File: src/rtl/cpu_press_scheduler.sv
// cpu_press_scheduler: sequencer for the computer tug-of-war player.
// Steps a 10-bit XNOR Fibonacci LFSR once per tick, samples the comparator
// decision on the freshly stepped value, and issues a one-cycle press pulse
// followed by a cooldown of COOLDOWN ticks.
module cpu_press_scheduler #(
    parameter int unsigned TICK_DIV = 50000,
    parameter int unsigned COOLDOWN = 4
) (
    input  logic       clk,
    input  logic       reset,
    input  logic       enable,
    input  logic       win,
    input  logic       press_req,
    output logic [9:0] comp,
    output logic       press,
    output logic       busy
);

    localparam int unsigned TW = (TICK_DIV > 1) ? $clog2(TICK_DIV) : 1;
    localparam int unsigned CW = (COOLDOWN > 1) ? $clog2(COOLDOWN) : 1;

    typedef enum logic [2:0] {
        S_IDLE,
        S_WAIT,
        S_SAMPLE,
        S_PRESS,
        S_COOLDOWN
    } state_t;

    state_t          state;
    state_t          next_state;
    logic [TW-1:0]   tick_cnt;
    logic [CW-1:0]   cool_cnt;
    logic            tick_done;
    logic            cool_done;
    logic            run;
    logic            step;

    assign tick_done = (tick_cnt == TW'(TICK_DIV - 1));
    assign cool_done = (cool_cnt == CW'(COOLDOWN - 1));
    assign run       = enable && !win;

    // Next-state decode; abort back to IDLE overrides every other transition.
    always_comb begin
        next_state = state;
        step       = 1'b0;
        case (state)
            S_IDLE:     if (run) next_state = S_WAIT;
            S_WAIT:     if (tick_done) next_state = S_SAMPLE;
            S_SAMPLE:   next_state = press_req ? S_PRESS : S_WAIT;
            S_PRESS:    next_state = S_COOLDOWN;
            S_COOLDOWN: if (tick_done && cool_done) next_state = S_WAIT;
            default:    next_state = S_IDLE;
        endcase
        if (state != S_IDLE && !run) begin
            next_state = S_IDLE;
        end
        step = (state == S_WAIT) && (next_state == S_SAMPLE);
    end

    // State, LFSR, counters and registered decodes of the next state.
    always_ff @(posedge clk) begin
        if (reset) begin
            state    <= S_IDLE;
            comp     <= '0;
            press    <= 1'b0;
            busy     <= 1'b0;
            tick_cnt <= '0;
            cool_cnt <= '0;
        end else begin
            state <= next_state;
            press <= (next_state == S_PRESS);
            busy  <= (next_state != S_IDLE);
            if (step) begin
                comp <= {comp[8:0], ~(comp[9] ^ comp[6])};
            end
            if (next_state != state || next_state == S_IDLE) begin
                tick_cnt <= '0;
                cool_cnt <= '0;
            end else if (state == S_WAIT || state == S_COOLDOWN) begin
                if (tick_done) begin
                    tick_cnt <= '0;
                    if (state == S_COOLDOWN) begin
                        cool_cnt <= cool_cnt + CW'(1);
                    end
                end else begin
                    tick_cnt <= tick_cnt + TW'(1);
                end
            end
        end
    end

endmodule

File: config.mk
export PLATFORM = sky130hd
export DESIGN_NAME = cpu_press_scheduler
export DESIGN_NICKNAME = d
export VERILOG_FILES = /design/src/rtl/cpu_press_scheduler.sv
export SDC_FILE = /design/constraint.sdc
export NUM_CORES = 1
export LEC_CHECK = 0
export ABC_AREA = 1
export CAP_MARGIN = 20
export CORE_MARGIN = 2
export CORE_UTILIZATION = 44
export DETAILED_ROUTE_END_ITERATION = 10
export GPL_ROUTABILITY_DRIVEN = 0
export PLACE_DENSITY = 0.66
export SKIP_LAST_GASP = 1
export SLEW_MARGIN = 5
export SYNTH_ARGS = -nofsm -noshare
export SYNTH_HDL_FRONTEND = slang
export SYNTH_SLANG_ARGS = --single-unit
File: constraint.sdc
create_clock -name clk -period 2.4 [get_ports clk]
set_input_delay 0.48 -clock clk [delete_from_list [all_inputs] [get_ports clk]]
set_output_delay 0.48 -clock clk [all_outputs]
set_load 0.02 [all_outputs]
---- Word-level counts from Yosys, hierarchy flattened ----
Index checks and enable logic that the tools add are counted.
word-level totals
  bits of input ports ..................... 5
  flip-flop bits (word level) ............. 33
  logic and storage cells ................. 40
  output and inout port bits .............. 12
cells by class
  bitwise operators ....................... 2
  add/sub/neg operators ................... 2
  mux-type cells .......................... 7
  eq/ne operators ......................... 9
  reduce and logical (&&, ||, !) cells .... 14
operator list
  kind                                                 count
  adder 16 x 1 -> 16 bit, second input constant        1
  equality test 16 bit, second input constant          1
  2-to-1 mux 16 bit                                    1
  one-hot mux 3 bit (5 select lines)                   1
  equality test 3 x 2 -> 1 bit, second input constant  4
  2-to-1 mux 3 bit                                     4
  logical NOT 3 bit                                    2
  nonzero test 3 bit                                   2
  logical AND 1 bit                                    4
  equality test 3 x 1 -> 1 bit, second input constant  1
  equality test 3 bit, second input constant           1
  inequality test 3 bit                                1
  AND reduction 3 bit                                  1
  adder 2 x 1 -> 2 bit, second input constant          1
  equality test 2 bit, second input constant           1
  logical NOT 1 bit                                    2
  logical OR 1 bit                                     2
  2-to-1 mux 2 bit                                     1
  OR reduction 2 bit                                   1
  inverter 1 bit                                       1
  XOR 1 bit                                            1

---- Logic depth before layout (Yosys ltp) ----
  depth in word-level cells ............... 8
  depth in mapped cells ................... 13

---- Least setup slack after synthesis ----
OpenSTA, ideal clock, no wires.
  path kind ............................... register to register
  start ................................... reg tick_cnt[0]
  end ..................................... reg tick_cnt[0]
  clock period less this slack ............ 1.724 ns
  slack ................................... 0.676 ns
  required time ........................... 2.278 ns
  arrival ................................. 1.602 ns
  cell stages (with the launch flop) ...... 12
  cells stage by stage .................... dfxtp_1 -> ha_1 -> nand3_2 -> nor2_8 -> nand3_2 -> nand2_2 -> nand2_1 -> nand2_1 -> nand2_2 -> nand3_4 -> buf_6 -> nor3_2
on the way
  cells in the longest elaborated chain, start to end .. 8
ends and longest elaborated chain
  element                                                     RTL line  source
  from (decl)                                                 32        logic [TW-1:0] tick_cnt;
  from (signal assigned)                                      87        tick_cnt <= tick_cnt + TW'(1);
  equality test 16 bit                                        39        assign tick_done = (tick_cnt == TW'(TICK_DIV - 1));
  logical AND 1 bit                                           52        S_COOLDOWN: if (tick_done && cool_done) next_state = S_WAIT;
  2-to-1 mux 3 bit                                            52
  one-hot mux 3 bit (5 select lines)                          47        case (state)
  2-to-1 mux 3 bit                                            55        if (state != S_IDLE && !run) begin
  inequality test 3 bit or logical NOT 3 bit (tied branches)  77        if (next_state != state || next_state == S_IDLE) begin
  logical OR 1 bit                                            77
  OR reduction 2 bit (no source line)                         --
Parallel ways exist; a longest one is shown, timed or not.
A chain may end at the register's enable or synchronous reset.

---- Final worst setup path ----
  start ................................... reg tick_cnt[0]
  end ..................................... reg tick_cnt[9]
Same word-level chain as after synthesis.

==> impl_metrics.env <==
export IMPL_clock_latency_ns=0.29
export IMPL_dr_pass1_iters=4
export IMPL_cts_path_max_buffers=2
export IMPL_pin_count=17
export IMPL_post_place_ws_ns=0.131
export IMPL_clkSinkCount=33
export IMPL_nFillCells=417
export IMPL_ys_seq_elements=33
export IMPL_drc=0
export IMPL_yosys_area_share_simple=0.415
export IMPL_rsz0062_at_grt="no"
export IMPL_synth_edf_count=0
export IMPL_path_clk_slew_ns=0.07
export IMPL_ir_drop_mv=0.334
export IMPL_relSlewSlack=0.787
export IMPL_path_max_fanout=18
export IMPL_multi_input_area_um2=1060
export IMPL_cp_end_kind="flop"
export IMPL_worst_setup_path_type="reg2reg"
export IMPL_dieArea_um2=4910
export IMPL_synthTopCellsByCount="nand2_1 (41), inv_1 (35), dfxtp_1 (33), nor2_1 (25), nand3_1 (18)"
export IMPL_setup_tns_ns=0
export IMPL_fin_crit_sh=0.845
export IMPL_grt_usage=0.173
export IMPL_ys_types=32
export IMPL_fp_dieW_um=70.1
export IMPL_postCtsSetupRepairBufs=0
export IMPL_fin_crit_ns=2.03
export IMPL_muxShareOfSynthArea=0
export IMPL_setup_ws_ns=0.371
export IMPL_syn_to_final_growth_pct=16.3
export IMPL_hold_viol=0
export IMPL_n_antenna_cell=0
export IMPL_total_power_mw=1.20
export IMPL_grt_ovfl_total=0
export IMPL_required_ns=2.60
export IMPL_yosysWarnings=0
export IMPL_hpwl_um=2800
export IMPL_synthXorXnorAreaFrac=0.0228
export IMPL_yosys_most_used_dff="dfxtp_1"
export IMPL_root_buffer="clkbuf_8"
export IMPL_hold_slack_ns=0.461
export IMPL_crit_arrival_ns=2.23
export IMPL_vias=1724
export IMPL_coreArea_um2=4290
export IMPL_nets=291
export IMPL_vias_per_cell=5.12
export IMPL_maxSlewViolCount=0
export IMPL_setup_violations=0
export IMPL_synth_top_area_frac=0.344
export IMPL_worst_pin_slew_ns=0.317
export IMPL_synthesis_area_um2=1920
export IMPL_detail_route_antenna_nets=0
export IMPL_synth_fa_ha_area_frac=0.0130
export IMPL_dpl_instance_area_um2=2120
export IMPL_dieHeight_um=70.1
export IMPL_cts_tree="built"
export IMPL_synth_cells=265
export IMPL_final_area_um2=2240
export IMPL_syn_nets=272
export IMPL_regArea_um2=661
export IMPL_synth_async_reset_ratio=0
export IMPL_drv_cap=0
export IMPL_final_util=0.521
export IMPL_hold_path_class="reg2reg"
export IMPL_grt_pass1_wl_um=6860
export IMPL_port_buffers=16
export IMPL_stdcell_count=337
export IMPL_dp_cells=329
export IMPL_htreeDepth=2
export IMPL_p_leak_nw=0.813
export IMPL_wl_um=3870
export IMPL_grt_max_degree=19
export IMPL_drtIter0Drc=90
export IMPL_startpoint_type="flop"
export IMPL_ys_seq_area_frac=0.344
export IMPL_drive_above_1_share=0.186
export IMPL_timing_fmax_mhz=493
export IMPL_synth_compound_area_frac=0.101
export IMPL_rows=24
export IMPL_antenna_found_initial=0
export IMPL_synth_top_area_cell="dfxtp_1"
export IMPL_post_cts_resized=0
export IMPL_synth_top_family_by_area="simple AND/OR/NAND/NOR gates"
export IMPL_power_density_nw_per_um2=537
export IMPL_first_global_vias=1568
export IMPL_initial_core_util=0.448
export IMPL_holdBufCountCts=0
export IMPL_status="complete, no violations"
export IMPL_fin_skew_ns=0.00770
export IMPL_synth_most_common_cell="nand2_1"
export IMPL_numCtsBuffers=5
export IMPL_synth_area_leaders="dfxtp_1 (34%), nand2_1 (8.0%), inv_1 (6.8%), nor3_2 (6.3%), nor2_1 (4.9%)"
export IMPL_wl_per_cell_um=11.5
export IMPL_syn_area_per_cell_um2=7.25
==> registers in the layout, indices dropped and copies added, names as in the netlist <==
name	flops
cool_cnt	2
tick_cnt	16
busy	1
comp	10
press	1
state	3
==> cell usage in the layout, fill, tap and decap left out <==
| cell | instances |
|---|---|
| o31ai_1 | 2 |
| dfxtp_1 | 33 |
| inv_1 | 35 |
| inv_2 | 6 |
| nor3_2 | 12 |
| nor2_4 | 2 |
| a22oi_1 | 1 |
| o21ai_0 | 16 |
| nand2_2 | 6 |
| xnor2_1 | 2 |
| a31oi_1 | 2 |
| nor4_1 | 1 |
| nor2_2 | 6 |
| nand3_1 | 18 |
| nand4_1 | 5 |
| nand3_2 | 4 |
| nor2_8 | 1 |
| nand2_4 | 3 |
| buf_4 | 1 |
| nor2_1 | 25 |
| clkinv_1 | 1 |
| clkbuf_8 | 6 |
| a21oi_1 | 14 |
| ha_1 | 2 |
| nand3_4 | 2 |
| bufinv_16 | 1 |
| nand2_1 | 41 |
| a21oi_2 | 1 |
| clkdlybuf4s50_1 | 16 |
| nor3_1 | 15 |
| clkinv_2 | 1 |
| xor2_1 | 3 |
| clkinvlp_4 | 1 |
==> per-layer routing <==
| layer | up-vias | track usage | wire length, um |
|---|---|---|---|
| met3 | 6 | 0.0491 | 224 |
| met4 | 0 | 0.0855 | 73 |
| met5 | - | 0 | 0 |
| li1 | 899 | - | - |
| met1 | 774 | 0.232 | 1900 |
| met2 | 45 | 0.255 | 1670 |
==> critical path: stages, from the launching register on <==
cell     delay [ns]
dfxtp_1        0.38
ha_1           0.25
nand3_2        0.16
nor2_8         0.18
nand3_2        0.12
nand2_2        0.10
nand3_1        0.11
nand2_2        0.12
nand3_4        0.24
nor3_1         0.27
==> final cells by class <==
| cell class | instances | share of cell area |
|---|---|---|
| multi-input cells | 184 | 0.474 |
| clock buffers | 6 | 0.0369 |
| well taps | 52 | 0.0291 |
| flip-flops and latches | 33 | 0.295 |
| clock inverters | 2 | 0.0168 |
| repair buffers | 17 | 0.0750 |
| inverters | 43 | 0.0727 |
==> final timing paths <==
check / from / slack [ns] / depth (start not counted) / to
setup / recovery: tick_cnt[0] / 0.37 / 9 / tick_cnt[9]
setup reg to reg: tick_cnt[0] / 0.37 / 9 / tick_cnt[9]
hold / removal: comp[8] / 0.46 / 2 / comp[8]
hold reg to reg: comp[8] / 0.46 / 2 / comp[8]
==> cells by family (layout without fill, tap and decap cells) <==
| group | count (synthesis) | after routing |
|---|---|---|
| AO/OA/AOI/OAI | 36 | 36 |
| flip-flops | 33 | 33 |
| XOR/XNOR | 5 | 5 |
| buffers and inverters | 48 | 68 |
| AND/OR/NAND/NOR | 141 | 141 |
| adder cells (fa/ha/maj) | 2 | 2 |
==> report_power, final <==
| part | total (mW) | switching (mW) | internal (mW) |
|---|---|---|---|
| logic | 0.0962 | 0.0699 | 0.0263 |
| registers | 0.554 | 0.00379 | 0.550 |
| clock network | 0.550 | 0.213 | 0.338 |
| total | 1.20 | 0.286 | 0.914 |
(Power assumes the default switching activity.)
